--- config.mk ---
export PLATFORM = sky130hd
export DESIGN_NAME = cci_mpf_prim_lru_ref_queue
export DESIGN_NICKNAME = d
export VERILOG_FILES = /design/src/rtl/cci_mpf_prim_lru_ref_pkg.sv /design/src/rtl/cci_mpf_prim_lru_ref_hist.sv /design/src/rtl/cci_mpf_prim_lru_ref_queue.sv
export SDC_FILE = /design/constraint.sdc
export NUM_CORES = 1
export LEC_CHECK = 0
export ABC_AREA = 1
export BUFFER_PORTS_ARGS = -buffer_cell sky130_fd_sc_hd__buf_4
export CORE_MARGIN = 5
export CORE_UTILIZATION = 33
export DETAILED_ROUTE_END_ITERATION = 8
export PLACE_DENSITY = 0.46
export SYNTH_ARGS = -nofsm -noshare
export SYNTH_HDL_FRONTEND = slang
export SYNTH_HIERARCHICAL = 1
export SYNTH_SLANG_ARGS = --single-unit
--- constraint.sdc ---
create_clock -name clk -period 3.55 [get_ports clk]
set_input_delay 0.355 -clock clk [delete_from_list [all_inputs] [get_ports clk]]
set_output_delay 0.355 -clock clk [all_outputs]
set_load 0.05 [all_outputs]
--- src/rtl/cci_mpf_prim_lru_ref_pkg.sv ---
// Shared types for the LRU reference-coalescing queue.
// The drop counter type is used only when CCI_MPF_LRU_REF_STATS_EN is defined.
package cci_mpf_prim_lru_ref_pkg;

  localparam int LRU_REF_STATS_W = 32;

  typedef logic [LRU_REF_STATS_W-1:0] t_lru_ref_drop_cnt;

endpackage

--- src/rtl/cci_mpf_prim_lru_ref_hist.sv ---
// Recently issued set indices. Any index found here still has an LRU
// read/modify/write in flight and must not be issued again yet.
module cci_mpf_prim_lru_ref_hist
  import cci_mpf_prim_lru_ref_pkg::*;
#(
  parameter int IDX_W   = 10,
  parameter int N_QUERY = 4,
  parameter int DEPTH   = 3
)(
  input  logic                            clk,
  input  logic                            reset,
  input  logic [IDX_W-1:0]                i_iss_idx,
  input  logic                            i_iss_en,
  input  logic [N_QUERY-1:0][IDX_W-1:0]   i_qry_idx,
  output logic [N_QUERY-1:0]              o_match
);

  logic [DEPTH-1:0]            r_valid;
  logic [DEPTH-1:0][IDX_W-1:0] r_idx;

  // Shifts every cycle so an empty issue slot also ages older entries out
  always_ff @(posedge clk or posedge reset) begin
    if (reset) begin
      r_valid <= '0;
      r_idx   <= '0;
    end else begin
      r_valid[0] <= i_iss_en;
      r_idx[0]   <= i_iss_idx;
      for (int k = 1; k < DEPTH; k++) begin
        r_valid[k] <= r_valid[k-1];
        r_idx[k]   <= r_idx[k-1];
      end
    end
  end

  always_comb begin
    o_match = '0;
    for (int q = 0; q < N_QUERY; q++) begin
      for (int k = 0; k < DEPTH; k++) begin
        if (r_valid[k] && (r_idx[k] == i_qry_idx[q])) begin
          o_match[q] = 1'b1;
        end
      end
    end
  end

endmodule

--- src/rtl/cci_mpf_prim_lru_ref_queue.sv ---
// Coalescing, RMW-spacing queue feeding one pseudo-LRU update port.
// Define CCI_MPF_LRU_REF_STATS_EN to add the saturating nDropped counter.
module cci_mpf_prim_lru_ref_queue
  import cci_mpf_prim_lru_ref_pkg::*;
#(
  parameter int N_WAYS     = 4,
  parameter int N_ENTRIES  = 1024,
  parameter int N_QUEUE    = 4,
  parameter int RMW_WINDOW = 3
)(
  input  logic                          clk,
  input  logic                          reset,
  input  logic                          lruRdy,
  input  logic [$clog2(N_ENTRIES)-1:0]  hitIdx,
  input  logic [$clog2(N_WAYS)-1:0]     hitWay,
  input  logic                          hitEn,
  output logic [$clog2(N_ENTRIES)-1:0]  refIdx,
  output logic [N_WAYS-1:0]             refWayVec,
  output logic                          refEn,
  output logic                          qFull
`ifdef CCI_MPF_LRU_REF_STATS_EN
  ,
  output t_lru_ref_drop_cnt             nDropped
`endif
);

  localparam int IDX_W  = $clog2(N_ENTRIES);
  localparam int SLOT_W = $clog2(N_QUEUE);

  typedef logic [IDX_W-1:0]  t_idx;
  typedef logic [N_WAYS-1:0] t_way_vec;

  logic     [N_QUEUE-1:0] r_valid;
  t_idx     [N_QUEUE-1:0] r_idx;
  t_way_vec [N_QUEUE-1:0] r_vec;

  logic     [N_QUEUE-1:0] w_blocked;
  logic                   w_iss_en;
  logic     [SLOT_W-1:0]  w_iss_sel;
  t_idx                   w_iss_idx;

  logic     [N_QUEUE-1:0] w_sh_valid;
  t_idx     [N_QUEUE-1:0] w_sh_idx;
  t_way_vec [N_QUEUE-1:0] w_sh_vec;
  logic     [N_QUEUE-1:0] w_c_valid;
  t_idx     [N_QUEUE-1:0] w_c_idx;
  t_way_vec [N_QUEUE-1:0] w_c_vec;
  logic     [N_QUEUE-1:0] w_n_valid;
  t_idx     [N_QUEUE-1:0] w_n_idx;
  t_way_vec [N_QUEUE-1:0] w_n_vec;

  t_way_vec               w_hit_vec;
  logic                   w_placed;
  logic                   w_drop;

  cci_mpf_prim_lru_ref_hist #(
    .IDX_W   (IDX_W),
    .N_QUERY (N_QUEUE),
    .DEPTH   (RMW_WINDOW)
  ) u_hist (
    .clk       (clk),
    .reset     (reset),
    .i_iss_idx (w_iss_idx),
    .i_iss_en  (w_iss_en),
    .i_qry_idx (r_idx),
    .o_match   (w_blocked)
  );

  // Descending scan so the oldest eligible slot wins
  always_comb begin
    w_iss_en  = 1'b0;
    w_iss_sel = '0;
    for (int i = N_QUEUE - 1; i >= 0; i--) begin
      if (lruRdy && r_valid[i] && !w_blocked[i]) begin
        w_iss_en  = 1'b1;
        w_iss_sel = SLOT_W'(i);
      end
    end
  end

  assign w_iss_idx = r_idx[w_iss_sel];

  assign w_sh_valid = {1'b0, r_valid[N_QUEUE-1:1]};
  assign w_sh_idx   = {t_idx'(0), r_idx[N_QUEUE-1:1]};
  assign w_sh_vec   = {t_way_vec'(0), r_vec[N_QUEUE-1:1]};

  always_comb begin
    w_c_valid = r_valid;
    w_c_idx   = r_idx;
    w_c_vec   = r_vec;
    for (int i = 0; i < N_QUEUE; i++) begin
      if (w_iss_en && (i >= int'(w_iss_sel))) begin
        w_c_valid[i] = w_sh_valid[i];
        w_c_idx[i]   = w_sh_idx[i];
        w_c_vec[i]   = w_sh_vec[i];
      end
    end
  end

  // Hits merge into the post-removal queue, so a hit to the index being
  // issued this cycle lands in a fresh tail slot instead of vanishing.
  always_comb begin
    w_hit_vec = t_way_vec'(1) << hitWay;
    w_n_valid = w_c_valid;
    w_n_idx   = w_c_idx;
    w_n_vec   = w_c_vec;
    w_placed  = 1'b0;
    w_drop    = 1'b0;
    if (hitEn) begin
      for (int i = 0; i < N_QUEUE; i++) begin
        if (!w_placed && w_c_valid[i] && (w_c_idx[i] == hitIdx)) begin
          w_n_vec[i] = w_c_vec[i] | w_hit_vec;
          w_placed   = 1'b1;
        end
      end
      for (int i = 0; i < N_QUEUE; i++) begin
        if (!w_placed && !w_c_valid[i]) begin
          w_n_valid[i] = 1'b1;
          w_n_idx[i]   = hitIdx;
          w_n_vec[i]   = w_hit_vec;
          w_placed     = 1'b1;
        end
      end
      w_drop = !w_placed;
    end
  end

  always_ff @(posedge clk or posedge reset) begin
    if (reset) begin
      r_valid   <= '0;
      r_idx     <= '0;
      r_vec     <= '0;
      refEn     <= 1'b0;
      refIdx    <= '0;
      refWayVec <= '0;
      qFull     <= 1'b0;
    end else begin
      r_valid <= w_n_valid;
      r_idx   <= w_n_idx;
      r_vec   <= w_n_vec;
      refEn   <= w_iss_en;
      if (w_iss_en) begin
        refIdx    <= w_iss_idx;
        refWayVec <= r_vec[w_iss_sel];
      end
      qFull <= &w_n_valid;
    end
  end

`ifdef CCI_MPF_LRU_REF_STATS_EN
  t_lru_ref_drop_cnt r_dropped;

  always_ff @(posedge clk or posedge reset) begin
    if (reset) begin
      r_dropped <= '0;
    end else if (w_drop && (r_dropped != '1)) begin
      r_dropped <= r_dropped + 1'b1;
    end
  end

  assign nDropped = r_dropped;
`else
  logic w_drop_unused;
  assign w_drop_unused = w_drop;
`endif

endmodule

==> out/results.txt <==
vias in the first global route = 8151
DRC = 0
endpoints failing hold = 0
Mapped Area = 7910 sq um
CTS Hold Buffers Added = 0
Ports = 32
Antenna Cells = 0
P_leak = 5.12 nW
Area growth syn-to-layout = 27.3%
post-synthesis sequential area ratio = 34.5%
Post-synth EDFFs = 0
die height = 165 um
Crit-path slowest cell = dfrtp_2
peak supply drop = 319 uV
crit start category = register
Most common cell on crit path = nand2_1
Initial Util = 33.6%
Worst R2R Path Depth = 25
fin util = 42.8%
GPL Wtd Cong = 0.974
Net Count, Synth = 1239
antenna violations before repair = 0
Layout Nets = 1389
post-place setup slack = -46.2 ps
CTS sink count = 109
Unique masters post-synth = 37
PortBufs = 31
CTS tree = built
vias per cell = 4.95
Crit. End Element = register
Total Routed Length = 32.8 mm
first-pass GRT wire length = 49.4 mm
Die ar. = 27200 sq um
Critical Path RT = 3810 ps
Post-Synthesis Cells = 1223
clock root cell = clkbuf_16
Crit path largest cell delay = 480 ps
clock period minus worst slack = 3400 ps
layout cells sized above 1 = 23.4%
Syn Area/Cell = 6.47 sq um
Worst-path clk slew = 80 ps
H-tree depth = 3
post-route ant nets = 0
RSZ-0062 raised after global routing = yes
Inst Count DP = 1664
dpl cell area = 9360 sq um
Slew HR = 31.8%
setup violators final = 0
Clock Path Buffers = 2
First DRT Iteration DRCs = 671
WL per Instance = 19.4 um
PD cells = 853 nW/um^2
gr usage total = 24.7%
fin cells = 1696
setup slack after layout = 153 ps
HPWL Detailed = 26.1 mm
Main synth FF type = dfrtp_1
f_max = 294 MHz
Congestion Overflow GR = 0
worst-margin pin slew = 1020 ps
DR vias = 8394
Hold Path Class = in -> async
Max-cap violations = 0
pin count of the biggest net entering global routing = 56
Tcrit/Tclk final = 95.7%
core area = 23500 sq um
WS Path Type = reg -> reg
CTS buffer count = 9
status = finished clean
final instance area = 10100 sq um
Die W = 165 um
FF+latch count, synth = 109
worst-path fanout max = 13
Critical Path AT = 3660 ps
clk_lat worst skew = 370 ps
Worst Clk Skew = 17.6 ps
yosys warns = 6
Final Slew Violations = 0
DRT Pass-1 Iters = 7
row count = 56
asr flop ratio synth = 100%
sequential cells by signal, summed over array words and instances (netlist names), 3 cells and up:
name and cells:
r_idx 40, r_valid 4, r_vec 16, refIdx 10, refWayVec 4, u_hist/r_idx 30
u_hist/r_valid 3
power by group:
| group | total (W) | switching [W] | leakage (nW) | internal, W |
|---|---|---|---|---|
| Combinational | 0.00515 | 0.00317 | 3.63 | 0.00198 |
| Sequential | 0.00240 | 0.000679 | 1.35 | 0.00172 |
| Clock | 0.00103 | 0.000517 | 0.138 | 0.000517 |
| Total | 0.00859 | 0.00436 | 5.12 | 0.00422 |
placed cells by master (no fill, tap or decap), types with 25 or more instances in the layout:
cell     netlist  routed
dfrtp_2        0      34
a21oi_1       39      38
nand2_1      490     484
inv_1        144     137
o21ai_0       53      50
inv_2         19      25
buf_4          5     151
dfrtp_1      109      75
nand3_1       95      89
nor2_1        80      67
cell usage after synthesis (3+ instances only):
library cell	instances	share of area (%)
buf_4	5	0.47
nand2_1	490	23
nand2_2	3	0.24
nor2_4	3	0.43
nor3_1	4	0.25
o211ai_1	10	0.95
o21ai_1	22	1.4
o21ai_2	18	2.0
nand3_2	3	0.38
xor2_1	15	1.7
nand4_1	22	1.7
dfrtp_1	109	34
inv_1	144	6.8
xnor2_1	24	2.7
clkinv_1	3	0.14
nand3b_1	5	0.47
nand3_1	95	6.0
nor2_2	8	0.63
clkbuf_1	8	0.38
buf_6	7	1.0
nand3_4	4	0.89
a21oi_1	39	2.5
inv_2	19	0.90
mux2i_1	5	0.63
nor2_1	80	3.8
o21ai_0	53	3.4
buf_2	8	0.51
repair_timing:
action	in CTS	in global routing
gates resized for setup	4	95
endpoints found under the setup margin	14	59
setup buffers	0	16
cloned	0	1
pin swaps	1	17
area by class of cell:
type	instances	area [sq um]
fillers	2544	13500
multi-input cells	918	4540
flip-flops and latches	109	2770
repair buffers	169	1450
inverters	166	624
well taps	319	399
clock buffers	11	253
clock inverters	4	30.0
layer usage:
metal	track usage, %	part of all wire (%)	vias up
met1	34.6	44	3909
met4	8.24	3.7	0
met3	3.07	5.4	54
met5	0	0	-
met2	39.7	46	287
li1	-	-	4144
critical path, delay by kind of cell (launching register included):
family / cells / cell delay, ps
buffers and inverters: 5 / 760
DFF: 1 / 480
and+or+nand+nor: 18 / 1830
AOI/OAI and AO/OA: 2 / 190
logic make-up (layout without fill, tap and decap cells):
logic type | count (synthesis) | count (layout) | synth area share, %
and+or+nand+nor | 725 | 725 | 39.5
AOI/OAI and AO/OA | 149 | 149 | 10.8
DFF | 109 | 109 | 34.5
xor gates and xnor gates | 39 | 39 | 4.32
buffers and inverters | 196 | 350 | 10.3
muxes | 5 | 5 | 0.633
path summary, 6_finish.rpt:
path                            slack, ps                         from                          end
worst max-delay path                  150          r_idx[39]$_DFF_PP0_          r_idx[38]$_DFF_PP0_
worst max register to register        150          r_idx[39]$_DFF_PP0_          r_idx[38]$_DFF_PP0_
worst min register to register        380  u_hist/r_valid[0]$_DFF_PP0_  u_hist/r_valid[1]$_DFF_PP0_
max in group asynchronous            2430                        reset          r_idx[17]$_DFF_PP0_
worst min-delay path                  110                        reset   u_hist/r_idx[11]$_DFF_PP0_
min in group clk                      260                    hitIdx[2]          r_idx[22]$_DFF_PP0_
stage by stage:
step | power, W | TNS [ps] | hold WS, ps
2_1_floorplan | 0.00511 | 0 | 354
3_3_place_gp | 0.00727 | -795 | 362
3_5_place_dp | 0.00721 | -190 | 365
4_1_cts | 0.00829 | 0 | 144
5_1_grt | 0.00923 | -260 | 154
6_report | 0.00859 | 0 | 107
(Power assumes the default switching activity.)
